--- src/rtl/uart_pkg.sv ---
// uart_pkg: shared types and constants for the UART receive front end.
// Holds the receiver state encoding, the oversampling constants and the
// baud divider calculation used by uart_rx_fifo_writer and uart_baud_tick.
package uart_pkg;

  typedef enum logic [2:0] {
    IDLE   = 3'd0,
    START  = 3'd1,
    DATA   = 3'd2,
    PARITY = 3'd3,
    STOP   = 3'd4,
    BREAK  = 3'd5
  } uart_state_e;

  // Sample ticks per bit and the tick on which the start bit is re-checked.
  localparam int OVERSAMPLE = 16;
  localparam int MID_SAMPLE = 8;

  // Clocks per sample tick, truncated (27 for 50 MHz / 115200 baud).
  function automatic int baud_div(input int clk_hz, input int baud);
    return clk_hz / (baud * OVERSAMPLE);
  endfunction

endpackage

--- src/rtl/uart_rx_fifo_writer_if.sv ---
// uart_rx_fifo_writer_if: write side of the byte FIFO as seen by the receiver.
// Handshake: fifo_wr_ena is a one-cycle write strobe and fifo_wr_dat is valid
// while it is high. There is no ready; the writer only strobes when
// fifo_full=0 and fifo_usedw is below the refusal margin in the cycle the
// decision is made, so the FIFO must accept every strobe it sees.
interface uart_rx_fifo_writer_if;

  logic [10:0] fifo_usedw;
  logic        fifo_full;
  logic        fifo_wr_ena;
  logic [7:0]  fifo_wr_dat;

  // Receiver side: reads fill level, drives the write strobe and data.
  modport master (
    input  fifo_usedw,
    input  fifo_full,
    output fifo_wr_ena,
    output fifo_wr_dat
  );

  // FIFO side: accepts writes and reports its fill level.
  modport slave (
    output fifo_usedw,
    output fifo_full,
    input  fifo_wr_ena,
    input  fifo_wr_dat
  );

endinterface

--- src/rtl/uart_baud_tick.sv ---
// uart_baud_tick: free-running divider producing one sample tick every DIV
// clocks. clear_i holds the count at zero so the first tick after release
// lands exactly DIV clocks later.
module uart_baud_tick #(
  parameter int DIV = 27
) (
  input  logic clk,
  input  logic reset,
  input  logic clear_i,
  output logic tick_o
);

  localparam int CW = (DIV > 1) ? $clog2(DIV) : 1;
  localparam logic [CW-1:0] LAST = CW'(DIV - 1);

  logic [CW-1:0] cnt_q;
  logic [CW-1:0] cnt_d;

  assign tick_o = (cnt_q == LAST);

  // Next count: wrap at DIV-1, forced to zero while cleared.
  always_comb begin
    cnt_d = cnt_q;
    if (clear_i || (cnt_q == LAST)) begin
      cnt_d = '0;
    end else begin
      cnt_d = cnt_q + CW'(1);
    end
  end

  // Divider count register.
  always_ff @(posedge clk) begin
    if (!reset) begin
      cnt_q <= '0;
    end else begin
      cnt_q <= cnt_d;
    end
  end

endmodule

--- src/rtl/uart_rx_fifo_writer.sv ---
// uart_rx_fifo_writer: 8N1 UART receiver that writes each good byte into the
// 2048-entry byte FIFO, refuses writes near full (sticky overflow) and pulses
// frame_err on a bad stop bit.
// Build option: define UART_PARITY_EN for 8E1 frames; a PARITY state is then
// inserted between DATA and STOP and a parity failure also pulses frame_err.
module uart_rx_fifo_writer
  import uart_pkg::*;
#(
  parameter int CLK_HZ      = 50_000_000,
  parameter int BAUD        = 115_200,
  parameter int FIFO_DEPTH  = 2048,
  parameter int FULL_MARGIN = 4
) (
  input  logic                         clk,
  input  logic                         reset,
  input  logic                         rx,
  uart_rx_fifo_writer_if.master        fifo,
  output logic                         frame_err,
  output logic                         overflow,
  output uart_state_e                  state_dbg
);

  localparam int DIV   = baud_div(CLK_HZ, BAUD);
  localparam int SW    = $clog2(OVERSAMPLE) + 1;
  localparam int LIMIT = FIFO_DEPTH - FULL_MARGIN;
  localparam logic [SW-1:0] SAMPLE_LAST = SW'(OVERSAMPLE - 1);
  localparam logic [SW-1:0] SAMPLE_MID  = SW'(MID_SAMPLE - 1);

  // Line synchroniser and edge history, all idling high.
  logic rx_meta_q;
  logic rxs_q;
  logic rxs_prev_q;

  uart_state_e   state_q, state_d;
  logic [SW-1:0] sample_q, sample_d;
  logic [2:0]    bit_q, bit_d;
  logic [7:0]    shift_q, shift_d;
  logic          wr_ena_q, wr_ena_d;
  logic [7:0]    wr_dat_q, wr_dat_d;
  logic          ferr_q, ferr_d;
  logic          ovf_q, ovf_d;
`ifdef UART_PARITY_EN
  logic          par_q, par_d;
`endif

  logic div_clr;
  logic tick;
  logic room;

  uart_baud_tick #(
    .DIV (DIV)
  ) u_baud_tick (
    .clk     (clk),
    .reset   (reset),
    .clear_i (div_clr),
    .tick_o  (tick)
  );

  // Room is judged from the fill level seen in the stop-sample cycle itself.
  assign room = !fifo.fifo_full && (int'({1'b0, fifo.fifo_usedw}) < LIMIT);

  assign fifo.fifo_wr_ena = wr_ena_q;
  assign fifo.fifo_wr_dat = wr_dat_q;
  assign frame_err        = ferr_q;
  assign overflow         = ovf_q;
  assign state_dbg        = state_q;

  // Next-state and registered-output decode for the receive FSM.
  always_comb begin
    state_d  = state_q;
    sample_d = sample_q;
    bit_d    = bit_q;
    shift_d  = shift_q;
    wr_ena_d = 1'b0;
    wr_dat_d = wr_dat_q;
    ferr_d   = 1'b0;
    ovf_d    = ovf_q;
    div_clr  = 1'b0;
`ifdef UART_PARITY_EN
    par_d    = par_q;
`endif

    case (state_q)
      IDLE: begin
        // Divider held at zero so START begins a fresh tick period.
        div_clr  = 1'b1;
        sample_d = '0;
        bit_d    = '0;
        if (rxs_prev_q && !rxs_q) begin
          state_d = START;
        end
      end

      START: begin
        if (tick) begin
          if (sample_q == SAMPLE_MID) begin
            sample_d = '0;
            bit_d    = '0;
            // A line that is high again mid start bit was only a glitch.
            state_d  = rxs_q ? IDLE : DATA;
          end else begin
            sample_d = sample_q + SW'(1);
          end
        end
      end

      DATA: begin
        if (tick) begin
          if (sample_q == SAMPLE_LAST) begin
            sample_d = '0;
            shift_d  = {rxs_q, shift_q[7:1]};
            bit_d    = bit_q + 3'd1;
            if (bit_q == 3'd7) begin
`ifdef UART_PARITY_EN
              state_d = PARITY;
`else
              state_d = STOP;
`endif
            end
          end else begin
            sample_d = sample_q + SW'(1);
          end
        end
      end

`ifdef UART_PARITY_EN
      PARITY: begin
        if (tick) begin
          if (sample_q == SAMPLE_LAST) begin
            sample_d = '0;
            par_d    = rxs_q;
            state_d  = STOP;
          end else begin
            sample_d = sample_q + SW'(1);
          end
        end
      end
`endif

      STOP: begin
        if (tick) begin
          if (sample_q == SAMPLE_LAST) begin
            sample_d = '0;
            if (!rxs_q) begin
              // Line still low at the stop bit: framing error or break.
              ferr_d  = 1'b1;
              state_d = BREAK;
            end else begin
              state_d = IDLE;
`ifdef UART_PARITY_EN
              if (^{shift_q, par_q}) begin
                ferr_d = 1'b1;
              end else if (room) begin
                wr_ena_d = 1'b1;
                wr_dat_d = shift_q;
              end else begin
                ovf_d = 1'b1;
              end
`else
              if (room) begin
                wr_ena_d = 1'b1;
                wr_dat_d = shift_q;
              end else begin
                ovf_d = 1'b1;
              end
`endif
            end
          end else begin
            sample_d = sample_q + SW'(1);
          end
        end
      end

      BREAK: begin
        // Edges are ignored until the line has returned to idle.
        if (rxs_q) begin
          state_d = IDLE;
        end
      end

      default: begin
        state_d = IDLE;
      end
    endcase
  end

  // State, counters, synchroniser and registered outputs.
  always_ff @(posedge clk) begin
    if (!reset) begin
      rx_meta_q  <= 1'b1;
      rxs_q      <= 1'b1;
      rxs_prev_q <= 1'b1;
      state_q    <= IDLE;
      sample_q   <= '0;
      bit_q      <= '0;
      shift_q    <= '0;
      wr_ena_q   <= 1'b0;
      wr_dat_q   <= '0;
      ferr_q     <= 1'b0;
      ovf_q      <= 1'b0;
`ifdef UART_PARITY_EN
      par_q      <= 1'b0;
`endif
    end else begin
      rx_meta_q  <= rx;
      rxs_q      <= rx_meta_q;
      rxs_prev_q <= rxs_q;
      state_q    <= state_d;
      sample_q   <= sample_d;
      bit_q      <= bit_d;
      shift_q    <= shift_d;
      wr_ena_q   <= wr_ena_d;
      wr_dat_q   <= wr_dat_d;
      ferr_q     <= ferr_d;
      ovf_q      <= ovf_d;
`ifdef UART_PARITY_EN
      par_q      <= par_d;
`endif
    end
  end

endmodule

--- src/flat_wrapper.sv ---
// flat-port wrapper written by rule: the top's interface ports become plain ports
module uart_rx_fifo_writer_flat import uart_pkg::*;
#(
  parameter int CLK_HZ      = 50_000_000,
  parameter int BAUD        = 115_200,
  parameter int FIFO_DEPTH  = 2048,
  parameter int FULL_MARGIN = 4
)
  (clk, reset, rx, frame_err, overflow, state_dbg, fifo_fifo_usedw, fifo_fifo_full, fifo_fifo_wr_ena, fifo_fifo_wr_dat);
  uart_rx_fifo_writer_if fifo_i ();
  input  logic clk;
  input  logic reset;
  input  logic rx;
  output logic frame_err;
  output logic overflow;
  output uart_state_e state_dbg;
  input wire logic [$bits(fifo_i.fifo_usedw)-1:0] fifo_fifo_usedw;
  input wire logic [$bits(fifo_i.fifo_full)-1:0] fifo_fifo_full;
  output wire logic [$bits(fifo_i.fifo_wr_ena)-1:0] fifo_fifo_wr_ena;
  output wire logic [$bits(fifo_i.fifo_wr_dat)-1:0] fifo_fifo_wr_dat;
  assign fifo_i.fifo_usedw = fifo_fifo_usedw;
  assign fifo_i.fifo_full = fifo_fifo_full;
  assign fifo_fifo_wr_ena = fifo_i.fifo_wr_ena;
  assign fifo_fifo_wr_dat = fifo_i.fifo_wr_dat;
  uart_rx_fifo_writer #(.CLK_HZ(CLK_HZ), .BAUD(BAUD), .FIFO_DEPTH(FIFO_DEPTH), .FULL_MARGIN(FULL_MARGIN)) u_core (.clk(clk), .reset(reset), .rx(rx), .fifo(fifo_i), .frame_err(frame_err), .overflow(overflow), .state_dbg(state_dbg));
endmodule
--- config.mk ---
export PLATFORM = sky130hd
export DESIGN_NAME = uart_rx_fifo_writer_flat
export DESIGN_NICKNAME = d
export VERILOG_FILES = /design/src/rtl/uart_pkg.sv /design/src/rtl/uart_rx_fifo_writer_if.sv /design/src/rtl/uart_baud_tick.sv /design/src/rtl/uart_rx_fifo_writer.sv /design/src/flat_wrapper.sv
export SDC_FILE = /design/constraint.sdc
export NUM_CORES = 1
export LEC_CHECK = 0
export BUFFER_PORTS_ARGS = -buffer_cell sky130_fd_sc_hd__buf_2
export CELL_PAD_IN_SITES_DETAIL_PLACEMENT = 1
export CELL_PAD_IN_SITES_GLOBAL_PLACEMENT = 1
export CORE_AREA = 2 2 68 70
export CTS_CLUSTER_DIAMETER = 50
export DETAILED_ROUTE_END_ITERATION = 8
export DIE_AREA = 0 0 70 72
export HOLD_SLACK_MARGIN = 0.03
export PLACE_DENSITY_LB_ADDON = 0.1
export SETUP_SLACK_MARGIN = 0.02
export SYNTH_ARGS = -nofsm -noshare
export SYNTH_HDL_FRONTEND = slang
export SYNTH_SLANG_ARGS = --single-unit
export TNS_END_PERCENT = 100
--- constraint.sdc ---
create_clock -name clk -period 3.5 [get_ports clk]
set_input_delay 0.7 -clock clk [delete_from_list [all_inputs] [get_ports clk]]
set_output_delay 0.7 -clock clk [all_outputs]
set_load 0.01 [all_outputs]
* Word-level counts from Yosys, hierarchy flattened *
Index checks and enable logic that the tools add are counted.

operators by class
  multiplexer cells = 25
  reduce and logical (&&, ||, !) cells = 18
  bitwise gates (word level) = 2
  $add $sub $neg = 3
  magnitude comparators = 1
  eq/ne operators = 18

operators with widths
  operator                count
  $mux W3                 14
  $mux W5                 4
  $ne A2 B1 Y1 const B    10
  $reduce_and A5 Y1       4
  $pmux W3 S5             1
  $pmux W5 S3             1
  $lt A11 B11 Y1 const B  1
  $add A5 B1 Y5 const B   2
  $eq A3 B3 Y1 const B    3
  $pmux W3 S3             1
  $reduce_and A9 Y1       1
  $reduce_and A3 Y1       2
  $reduce_bool A3 Y1      2
  $eq A5 B3 Y1 const B    1
  $eq A5 B4 Y1 const B    1
  $eq A5 B5 Y1 const B    1
  $reduce_and A4 Y1       1
  $reduce_or A2 Y1        2
  $add A3 B1 Y3 const B   1
  $eq A3 B1 Y1 const B    1
  $eq A3 B2 Y1 const B    1
  $logic_not A3 Y1        1
  $mux W1                 3
  $logic_and A1 B1 Y1     2
  4 further kinds         6

storage, ports and cells
  word-level logic and storage cells = 79
  register bits after elaboration = 38
  output and inout bits = 14

* Longest topological paths before layout *
Gate-level depths: netlist (run 1).

  word-level depth = 5
  mapped depth = 8
  mapped depth without buffers = 7

* By module *
From an unflattened synthesis (run 1), not the netlist that was laid out.

second synthesis, totals
  cells, all modules = 204
  area total of the unflattened synthesis = 1,859.3 sq um

by module, submodules not included
  module               area each (sq um)  instances  cells an instance
  uart_rx_fifo_writer  1,654.1            1          184
  uart_baud_tick       205.2              1          20

* Least setup slack after synthesis (run 1) *
No wires, ideal clock.

  kind = input-to-reg
  start = in fifo_fifo_usedw[2]
  end = reg u_core.wr_dat_q[0], in the netlist u_core.fifo.fifo_wr_dat[0]
  setup time = 128 ps
  data arrival time = 1,538 ps
  path slack = 1,834 ps
  required time = 3,372 ps
  stages = 6
  cells stage by stage = and4_1 a41oi_1 nand3_2 buf_6 mux2i_1 nor2_1

between the ends
  cells in the longest elaborated chain, start to end = 3

ends and longest elaborated chain
  item                                line                        source
  start: declaration                  flat_wrapper.sv:17          input wire logic [$bits(fifo_i.fifo_usedw)-1:0] fifo_fifo_usedw;
  $lt A11 B11 Y1                      uart_rx_fifo_writer.sv:60   assign room = !fifo.fifo_full && (int'({1'b0, fifo.fifo_usedw}) < LIMIT);
  $logic_and A1 B1 Y1                 uart_rx_fifo_writer.sv:60
  $reduce_and A5 Y1 (no source line)  -
  end signal: assignment              uart_rx_fifo_writer.sv:213  wr_dat_q <= wr_dat_d;
  end: declaration                    uart_rx_fifo_writer.sv:39   logic [7:0] wr_dat_q, wr_dat_d;

No other way between the ends.
A chain may end at the register's enable or synchronous reset.

* Final worst setup path (run 1) *
  start = reg u_core.state_q[2], in the netlist u_core.state_dbg[2]
  end = reg u_core.wr_dat_q[0], in the netlist u_core.fifo.fifo_wr_dat[0]

between the ends
  cells in the longest elaborated chain, start to end = 2

ends and longest elaborated chain
  item                                line                        source
  start: declaration                  uart_rx_fifo_writer.sv:34   uart_state_e state_q, state_d;
  start signal: assignment            uart_rx_fifo_writer.sv:208  state_q <= state_d;
  $eq A3 B3 Y1                        uart_rx_fifo_writer.sv:83   case (state_q)
  $reduce_and A5 Y1 (no source line)  -

No other way between the ends.

==> impl_metrics.ini, run 1 <==
[placed_design]
gp_congestion = 0.786
dp_hpwl_mm = 2.99
port_buffers = 26
dpl_cell_area_um2 = 1970

[timing]
setup_viol = 0
max_slew_margin_pct = 36.0
skew_ps = 5.94
clock.fmax_mhz = 432
setup_tns_ps = 0
period_needed_ps = 2310
fin_crit_sh_pct = 66.1
worst_pin_slew_ps = 949
finalMaxSlewViolations = 0
hold_viol = 0
rsz0062_at_grt = false

[drt]
drtPass1Iterations = 4
post_drt_wl_per_cell_um = 15.5
routed_wirelength_mm = 4.16
viasPerCell = 5.53
post-route-drc-count = 0
ant_nets = 0
drt_iter0_drc = 56
vias = 1483

[cells_and_area]
layout_commonest_cell = dfxtp_1
num_antenna_cells = 0
final_cell_mix = dfxtp_1, buf_2, nor2_1, nand2_1
layout.nets = 237
fill_cells = 499
fin_area_um2 = 2080
drive_gt1_share_pct = 20.8
area_growth_pct = 12.8

[power]
power_density_nw_per_um2 = 493
ir_drop_v = 0.000269
power.switching_uw = 282
power.leakage_nw = 0.910
clkPwrFrac_pct = 36.4
internal_power_uw = 745
p_seq_share_pct = 46.7
pwr-share-comb_pct = 16.9
switching_share_pct = 27.4

[yosys]
netlist.area_leader.share_pct = 41.2
async_reset_ff_share_pct = 0
syn_inst = 194
syn_area_um2 = 1840
synth_ff_type = dfxtp_1
synth_cell_types = 52
yosys-top-cells-area = dfxtp_1, mux2i_1, nor2_1, nand2_1, ha_1
synth_warnings = 0
synth.ff_latch_count = 38
synth-edff-count = 0
synth.avg_cell_area_um2 = 9.51
yosys.area.top_type = dfxtp_1
synth_fp_nets = 215
seq_area_frac_synth_pct = 41.2

[cts]
cts_made_buffers = 5
clk_pin_slew_worst_paths_ps = 70
cts_tree = yes
cts_setup_buffers = 0
htreeDepth = 2
cts_sinks = 38
clockBufferDepth = 2
cts.hold.buffers_added = 0
ctsResizeCount = 0
clkLatencyLatePin_ps = 290
clockRootBuffer = clkbuf_8

[critical_path]
cp-end-kind = flip-flop
critPathRequiredTime_ps = 3640
crit_type = reg -> reg
cp_slowest_stage_delay_ps = 800
path_buf_inv = 0
r2r_slack_ps = 1190
cp_top_family = simple AND/OR/NAND/NOR gates
setup.worst_path.start_class = flip-flop
worstPathArrival_ps = 2460
path_cells = or3b_4 > nor4_4 > nand3_2 > mux2i_1 > nor2_1
worstPathMaxFanout = 20
slowest_stage = dfxtp_1

[floorplan]
initial_utilization_pct = 43.3
core_um2 = 4260
die_area_um2 = 5040
die_h_um = 72
num_rows = 24
dieWidth_um = 70
design.portCount = 29

[global_route]
antenna_found_initial = 0
grt_pass1_vias = 1514
grt_max_degree = 25
grt.total_usage_pct = 17.8
grt_first_pass_wirelength_mm = 7.12
overflow = 0

[status]
outcome = complete, no violations

[min_path]
min_path_type = reg -> reg

[job]
maxCapViolCount = 0
==> per-layer routing <==
layer	wire length [µm]	track usage [%]
met1	1910	20.9
met2	2030	31.3
met3	160	4.44
met4	64	7.26
met5	0	0
==> synth_stat cells, types with 2 or more instances <==
master    instances
nor4_4            2
mux2i_1          12
nor2_1           22
o21a_1            4
o22ai_1           2
buf_6             3
clkbuf_1          4
nand3_1           6
xnor2_1           3
nand3b_1          2
ha_1              6
nand2_1          21
a31oi_1           3
nor2b_1           2
dfxtp_1          38
xor2_1            2
a32o_1            3
a21oi_1          12
nand2b_1          6
nor3_1            2
inv_1             4
buf_2             3
or3b_4            2
nor3b_1           2
==> cell type report <==
type	count	area (µm²)	share of cell area [%]
Multi-Input combinational cell	141	997	47.9
Sequential cell	38	761	36.6
Timing Repair Buffer	26	130	6.25
Clock buffer	6	82.6	3.97
Tap cell	52	65.1	3.13
Clock inverter	1	30.0	1.44
Inverter	4	15.0	0.722
==> power by group through the flow <==
stage | sequential, mW | combinational, mW | clock, mW
after floorplan | 0.472 | 0.149 | 0
after global placement | 0.488 | 0.164 | 0
after detailed placement | 0.490 | 0.172 | 0
after CTS | 0.480 | 0.174 | 0.388
after global routing | 0.485 | 0.191 | 0.399
final | 0.479 | 0.173 | 0.374
==> logic make-up after synthesis <==
group	count (synthesis)	share of synthesized area (%)
xor gates and xnor gates	5	2.37
AOI/OAI and AO/OA	38	15.7
buffers and inverters	15	4.68
adders and majority gates	6	4.07
and+or+nand+nor	79	24.8
DFF	38	41.2
muxes	13	7.12
==> registers in the layout (all words and copies together) (netlist names), 3 cells and up <==
name,cells
u_core.state_dbg,3
u_core.u_baud_tick.cnt_q,5
u_core.fifo.fifo_wr_dat,8
u_core.bit_q,3
u_core.sample_q,5
u_core.shift_q,8
==> metrics by stage <==
step	hold WS [ps]	power (mW)	util [%]	setup WS, ps	std cells
5_1_grt	450	1.08	48.8	1030	268
4_1_cts	422	1.04	48.8	1170	268
6_report	415	1.03	48.8	1190	268
3_3_place_gp	390	0.652	46.2	1300	261
3_5_place_dp	402	0.662	46.2	1190	261
2_1_floorplan	386	0.622	-	1830	194
==> final timing paths <==
path	from	to	cells after the start
max	u_core.state_dbg[2]	u_core.fifo.fifo_wr_dat[0]	5
min	u_core.rx_meta_q	u_core.rxs_q	1
max reg2reg	u_core.state_dbg[2]	u_core.fifo.fifo_wr_dat[0]	5
min reg2reg	u_core.rx_meta_q	u_core.rxs_q	1
No activity file was read; power rests on OpenSTA's default activity.
==> inputs of run 2 (changes only) <==
Settings changed: ABC_AREA set to 1, CORE_AREA 2 2 68 70 to 2 2 76 78, DIE_AREA 0 0 70 72 to 0 0 78 80.
Clock period 3.5 ns to 2.1 ns, I/O delays scaled along.
==> impl_metrics.ini, run 2 <==
[cells_and_area]
fin_area_um2 = 2210
layout_commonest_cell = nand2_1
drive_gt1_share_pct = 21.9
area_growth_pct = 16.0
layout.nets = 322
final_cell_mix = nand2_1, nor2_1, dfxtp_1, inv_1, buf_2
num_antenna_cells = 0
final_cells = 374

[timing]
timing.final.ws_setup_ps = 475
setup_tns_ps = 0
setup_viol = 0
clock.fmax_mhz = 615
hold_viol = 0
worst_pin_slew_ps = 356
finalMaxSlewViolations = 0
skew_ps = 4.02
max_slew_margin_pct = 76.2
rsz0062_at_grt = false
fin_crit_sh_pct = 77.4
period_needed_ps = 1630

[yosys]
synth_cell_types = 26
syn_inst = 270
async_reset_ff_share_pct = 0
synth-edff-count = 0
netlist.area_leader.share_pct = 39.9
synth_simple_gate_area_share_pct = 38.5
synth-compound-area-share_pct = 8.15
yosys.area.top_type = dfxtp_1
synth_top_family_by_area = simple AND/OR/NAND/NOR gates
post-synth-top-count-cell = nand2_1
synth_fp_nets = 291
synth_warnings = 0
synth_ff_type = dfxtp_1
seq_area_frac_synth_pct = 39.9
synthTopCellsByCount = nand2_1, nor2_1, dfxtp_1
yosys-top-cells-area = dfxtp_1, nand2_1, nor2_1, nand3_1, inv_1
yosys.area_share.xor_xnor_pct = 0.920
synth.avg_cell_area_um2 = 7.05
syn_area_um2 = 1900
synthMuxAreaShare_pct = 0
yosys.area_share.adder_pct = 3.94
synth.ff_latch_count = 38

[global_route]
grt_max_degree = 25
antenna_found_initial = 0
grt.total_usage_pct = 16.4
grt_pass1_vias = 1797
overflow = 0
grt_first_pass_wirelength_mm = 8.14

[placed_design]
pre_cts_slack_ps = 489
port_buffers = 26
gp_congestion = 0.750
placed_cells = 366
dpl_cell_area_um2 = 2110
dp_hpwl_mm = 3.28

[cts]
clockBufferDepth = 2
cts.hold.buffers_added = 0
clkLatencyLatePin_ps = 280
clockRootBuffer = clkbuf_8
cts_sinks = 38
cts_setup_buffers = 0
ctsResizeCount = 0
cts_made_buffers = 5
htreeDepth = 2
clk_pin_slew_worst_paths_ps = 80
cts_tree = yes

[power]
switching_share_pct = 43.7
ir_drop_v = 0.000355
power_density_nw_per_um2 = 1180
pwr-share-comb_pct = 45.2
clkPwrFrac_pct = 20.2
internal_power_mw = 1.47
power.leakage_nw = 1.00
p_seq_share_pct = 34.6
power.switching_mw = 1.14

[drt]
post-route-drc-count = 0
ant_nets = 0
viasPerCell = 4.65
vias = 1739
routed_wirelength_mm = 4.44
drtPass1Iterations = 4
post_drt_wl_per_cell_um = 11.9
drt_iter0_drc = 78

[floorplan]
initial_utilization_pct = 35.2
die_area_um2 = 6240
design.portCount = 29
num_rows = 27
core_um2 = 5410
die_h_um = 80
dieWidth_um = 78

[critical_path]
crit_type = reg -> reg
setup.worst_path.start_class = flip-flop
worstPathArrival_ps = 1850
slowest_stage = dfxtp_1
cp_slowest_stage_delay_ps = 360
path_cells = ha_1 > nand3_1 > nor2_1 > nand2_1 > nor2_4 > o21ai_0 > a21oi_1
critPathRequiredTime_ps = 2320
worstPathMaxFanout = 17
cp-end-kind = flip-flop

[job]
maxCapViolCount = 0

[min_path]
min_path_type = in -> reg

[status]
outcome = complete, no violations
## run 2: changes by cell type in the layout (fill, tap and decap cells not counted), sizes merged, moves of 6 or more
cell and delta:
o21ai +11, nand2 +50, nand2b -6, inv +31, nand3 +19, nor2 +26, mux2i -12
## run 2: cells by family after synthesis
kind of cell / after synthesis
xor+xnor: 2
compound gates: 28
fa+ha+maj: 6
simple gates: 156
buf+inv: 40
flops: 38
## run 2: through the flow
stage,power (mW),util (%),hold WS [ps]
after detailed placement,2.11,39.1,405
after global placement,2.10,39.1,396
after global routing,2.90,40.9,307
final,2.61,40.9,316
after CTS,2.67,40.9,300
after floorplan,1.83,-,393
## run 2: power groups by stage
stage               logic, mW  clock network, mW  registers [mW]
finish                   1.18              0.527           0.904
global route             1.40              0.579           0.924
CTS                      1.20              0.560           0.906
detailed placement       1.19                  0           0.921
global placement         1.17                  0           0.924
floorplan               0.917                  0           0.915
## run 2: final cells by class
cell class	instances	area, µm²
clock buffer	6	82.6
clock inverter	2	12.5
fill	707	3200
inverter	36	138
multi-input combinational	192	981
sequential	38	761
tap	72	90.1
timing repair buffer	28	145
## run 2: worst max-delay path, delay by kind of cell (launching register included)
family,cells,cell delay [ps]
adders and majority gates,1,230
and+or+nand+nor,4,690
DFF,1,360
AOI/OAI and AO/OA,2,280
## run 2: worst paths after layout
path,start,end,depth (start not counted),slack [ps]
setup reg to reg,u_core.sample_q[0],u_core.shift_q[0],7,470
hold reg to reg,u_core.rx_meta_q,u_core.rxs_q,1,420
setup / recovery,u_core.sample_q[0],u_core.shift_q[0],7,470
hold / removal,rx,u_core.rx_meta_q,2,320
## run 2: per-layer routing
metal / part of all wire, % / global-route usage, % / up-vias
met4: 0.70 / 4.74 / 0
met3: 3.5 / 3.28 / 2
li1: - / - / 904
met2: 49 / 29.3 / 26
met5: 0 / 0 / -
met1: 47 / 19.9 / 807
